<file path="src/rtl/cmp_serial_nbit.sv">
// Serial MSB-first magnitude comparator: DIGIT bits per cycle, early exit on
// the first differing digit, unsigned or two's-complement per operation.
module cmp_serial_nbit #(
    parameter int unsigned WIDTH = 16,
    parameter int unsigned DIGIT = 4
) (
    input  logic             clk,
    input  logic             rst,
    input  logic             start,
    input  logic [WIDTH-1:0] a,
    input  logic [WIDTH-1:0] b,
    input  logic             signed_mode,
    output logic             busy,
    output logic             done,
    output logic             eq,
    output logic             lt,
    output logic             gt
);

    localparam int unsigned NDIG = WIDTH / DIGIT;
    localparam int unsigned CW   = (NDIG > 1) ? $clog2(NDIG) : 1;
    localparam logic [WIDTH-1:0] MSB_MASK = {1'b1, {(WIDTH-1){1'b0}}};
    localparam logic [CW-1:0]    CNT_TOP  = CW'(NDIG - 1);

    typedef enum logic [1:0] {
        S_IDLE = 2'd0,
        S_CMP  = 2'd1,
        S_DONE = 2'd2
    } state_t;

    state_t           state, state_nx;
    logic [CW-1:0]    cnt, cnt_nx;
    logic [WIDTH-1:0] opa, opb, opa_nx, opb_nx;
    logic             eq_nx, lt_nx, gt_nx;
    logic [DIGIT-1:0] da, db;
    logic             accept;

    // Digit currently under examination, most significant first
    always_comb begin
        da = opa[cnt*DIGIT +: DIGIT];
        db = opb[cnt*DIGIT +: DIGIT];
    end

    // Next-state, capture and result logic
    always_comb begin
        state_nx = state;
        cnt_nx   = cnt;
        opa_nx   = opa;
        opb_nx   = opb;
        eq_nx    = eq;
        lt_nx    = lt;
        gt_nx    = gt;
        accept   = start && (state != S_CMP);

        case (state)
            S_IDLE, S_DONE: begin
                state_nx = S_IDLE;
                if (accept) begin
                    // Flipping the sign bit maps two's-complement order onto unsigned order
                    opa_nx   = signed_mode ? (a ^ MSB_MASK) : a;
                    opb_nx   = signed_mode ? (b ^ MSB_MASK) : b;
                    cnt_nx   = CNT_TOP;
                    state_nx = S_CMP;
                end
            end
            S_CMP: begin
                if (da != db) begin
                    eq_nx    = 1'b0;
                    lt_nx    = (da < db);
                    gt_nx    = (da > db);
                    state_nx = S_DONE;
                end else if (cnt == '0) begin
                    eq_nx    = 1'b1;
                    lt_nx    = 1'b0;
                    gt_nx    = 1'b0;
                    state_nx = S_DONE;
                end else begin
                    cnt_nx = cnt - CW'(1);
                end
            end
            default: state_nx = S_IDLE;
        endcase
    end

    // State, operand and registered output flops
    always_ff @(posedge clk or posedge rst) begin
        if (rst) begin
            state <= S_IDLE;
            cnt   <= '0;
            opa   <= '0;
            opb   <= '0;
            busy  <= 1'b0;
            done  <= 1'b0;
            eq    <= 1'b1;
            lt    <= 1'b0;
            gt    <= 1'b0;
        end else begin
            state <= state_nx;
            cnt   <= cnt_nx;
            opa   <= opa_nx;
            opb   <= opb_nx;
            busy  <= (state_nx == S_CMP);
            done  <= (state_nx == S_DONE);
            eq    <= eq_nx;
            lt    <= lt_nx;
            gt    <= gt_nx;
        end
    end

endmodule

</file>
<file path="config.mk">
export PLATFORM = sky130hd
export DESIGN_NAME = cmp_serial_nbit
export DESIGN_NICKNAME = d
export VERILOG_FILES = /design/src/rtl/cmp_serial_nbit.sv
export SDC_FILE = /design/constraint.sdc
export NUM_CORES = 1
export LEC_CHECK = 0
export CORE_MARGIN = 2
export CORE_UTILIZATION = 57
export CTS_BUF_LIST = sky130_fd_sc_hd__clkbuf_4 sky130_fd_sc_hd__clkbuf_8
export DETAILED_ROUTE_END_ITERATION = 10
export HOLD_SLACK_MARGIN = 0.15
export PLACE_DENSITY = 0.87
export SLEW_MARGIN = 20
export SYNTH_ARGS = -nofsm -noshare
export SYNTH_HDL_FRONTEND = slang
export SYNTH_SLANG_ARGS = --single-unit
</file>
<file path="constraint.sdc">
create_clock -name clk -period 3.47 [get_ports clk]
set_input_delay 0.347 -clock clk [delete_from_list [all_inputs] [get_ports clk]]
set_output_delay 0.347 -clock clk [all_outputs]
set_load 0.005 [all_outputs]
</file>
==> flow_metrics.env <==
export IMPL_pin_count=41
export IMPL_p_sw_uw=660.0
export IMPL_finalSetupViolCount=0
export IMPL_clock_sinks=41
export IMPL_synth_edf_count=0
export IMPL_cts_buffers=5
export IMPL_syn_area_sq_um=2022
export IMPL_hold_viol=0
export IMPL_fp_coreArea_sq_um=3363
export IMPL_ant_nets=0
export IMPL_stdcell_count=217
export IMPL_area_growth_pct=23.27
export IMPL_maxCapViolCount=0
export IMPL_gp_congestion=0.8456
export IMPL_die_w_um=63.56
export IMPL_antenna_found_initial=0
export IMPL_dp_cells=210
export IMPL_syn_inst=129
export IMPL_place_hpwl_um=2650
export IMPL_n_antenna_cell=0
export IMPL_dr_pass1_iters=4
export IMPL_ff2ff_path_depth=5
export IMPL_fin_crit_ps=2458
export IMPL_p_int_mw=1.399
export IMPL_critPathCaptureType="register"
export IMPL_nNetsFinal=212
export IMPL_cp_slowest_cell="dfrtp_1"
export IMPL_clock_latency_ps=340
export IMPL_critPathRequiredTime_ps=3700
export IMPL_synthArstFlopShare=1.000
export IMPL_cts_hold_buf=0
export IMPL_htreeDepth=2
export IMPL_crit_chain="mux4_1, ha_1, nand4_2, nand2_2, mux2_4"
export IMPL_post_route_drc_count=0
export IMPL_ctsLongestPathBuffers=2
export IMPL_rrSetupSlack_ps=1010
export IMPL_timing_slew_headroom=0.4854
export IMPL_swShare=0.3205
export IMPL_dieHeight_um=63.56
export IMPL_worstSetupStartpointType="register"
export IMPL_power_share_combinational=0.464
export IMPL_syn_nets=170
export IMPL_grt_start_max_net_pins=42
export IMPL_rsz0062_at_grt="false"
export IMPL_p_seq_frac=0.417
export IMPL_cts_resized=0
export IMPL_r2r_start="cnt[0]"
export IMPL_hold_path_class="primary input to asynchronous set/reset pin"
export IMPL_ir_drop_v=0.0004529
export IMPL_fin_util=0.7411
export IMPL_tightest_slew_ps=770.3
export IMPL_synth_top_flop_cell="dfrtp_1"
export IMPL_finalCritPeriodShare=0.7083
export IMPL_grt_pass1_vias=1290
export IMPL_power_density_nw_per_um2=826.3
export IMPL_initial_utilization=0.6012
export IMPL_crit_fanout=11
export IMPL_slowest_delay_ps=660
export IMPL_hold_ws_ps=410.4
export IMPL_cts_setup_buffers=0
export IMPL_cts_root_buffer="clkbuf_4"
export IMPL_placementRows=21
export IMPL_max_freq_mhz=406.9
export IMPL_final_cell_mix="dfrtp_1, clkdlybuf4s50_1, mux2_4, inv_1, a21oi_1"
export IMPL_yosysSeqAreaShare=0.5080
export IMPL_tns_ps=0
export IMPL_drt_vias_per_instance=5.401
export IMPL_skew_ps=11.82
export IMPL_drive_above_1_share=0.2865
export IMPL_wl_per_cell_um=16.38
export IMPL_grt_overflow=0
export IMPL_die_area_sq_um=4040
export IMPL_clk_pin_slew_worst_paths_ps=110
export IMPL_grt_pass1_wl_um=6092
export IMPL_fillers=237
export IMPL_r2r_end="gt"
export IMPL_port_buffers=40
export IMPL_drtIter0Drc=59
export IMPL_clkPwrFrac=0.118
export IMPL_num_vias=1172
export IMPL_ys_seq_elements=41
export IMPL_drt_wl_total_um=3555
export IMPL_cts_tree="yes"
export IMPL_p_leak_nw=1.134
export IMPL_yosys_warnings=0
export IMPL_crit_type="register to register"
export IMPL_slew_violations=0
export IMPL_status="finished, final reports clean"
export IMPL_syn_area_per_cell_sq_um=15.67
export IMPL_synth_distinct_cells=26
export IMPL_arrival_ps=2680
export IMPL_grt_usage=0.1985
[cell type report]
type | instances | area [sq um] | area share
Clock buffer | 7 | 58.81 | 0.02359
Inverter | 9 | 33.78 | 0.01355
Multi-Input combinational cell | 72 | 899.6 | 0.3609
Sequential cell | 41 | 1027 | 0.4122
Tap cell | 46 | 57.56 | 0.02309
Timing Repair Buffer | 42 | 415.4 | 0.1667
[Yosys cell counts (3+ instances only)]
cell     instances  area (sq um)
a21oi_1          8         40.04
dfrtp_1         40          1001
ha_1             5         62.56
mux2_4          26         390.4
mux2_2           5         56.30
inv_1            9         33.78
buf_6            5         56.30
mux4_2           3         67.56
mux4_1           5         131.4
nor2_1           4         15.01
[routing by layer]
metal	routed length, um	vias to the layer above	GRT usage
met5	0	-	0
met4	53	0	0.07065
met3	164	7	0.05000
met2	1910	34	0.3408
met1	1427	587	0.2422
li1	-	544	-
[worst max-delay path, delay by kind of cell, from the launching register on]
kind	cells	cell delay [ps]
adder cells (fa/ha/maj)	1	350
flip-flops	1	660
multiplexers	2	940
AND/OR/NAND/NOR	2	370
[power by group through the flow]
stage	registers (mW)	logic [mW]	clock network, mW
4_1_cts	0.862	0.964	0.248
3_5_place_dp	0.869	0.959	0
6_report	0.859	0.956	0.244
3_3_place_gp	0.854	0.915	0
5_1_grt	0.887	1.04	0.269
2_1_floorplan	0.786	0.813	0
[through the flow]
step | total power [mW] | cell area (sq um) | worst slack [ps]
5_1_grt | 2.199 | 2492 | 883.7
2_1_floorplan | 1.599 | 2022 | 1372
6_report | 2.059 | 2492 | 1012
3_5_place_dp | 1.827 | 2434 | 1037
3_3_place_gp | 1.770 | 2434 | 1128
4_1_cts | 2.074 | 2492 | 1011
[cell families after synthesis]
group / synth area share
AOI/OAI and AO/OA: 0.04827
xor gates and xnor gates: 0.008665
adders and majority gates: 0.03094
buffers and inverters: 0.05074
DFF: 0.5080
muxes: 0.3193
and+or+nand+nor: 0.03403
[worst max-delay path by stage]
stage,startpoint,endpoint,slack [ps],depth (start not counted)
after global placement,cnt[0],gt,1130,5
after floorplan,cnt[0],gt,1370,6
after CTS,cnt[0],gt,1010,5
after global routing,cnt[0],gt,880,5
after detailed placement,cnt[0],gt,1040,5
final,cnt[0],gt,1010,5
[registers in the layout, indices dropped and copies added (netlist names)]
name / flops
state: 2
done: 1
eq: 1
lt: 1
opb: 16
gt: 1
busy: 1
opa: 16
cnt: 2
No activity file was read; power rests on OpenSTA's default activity.
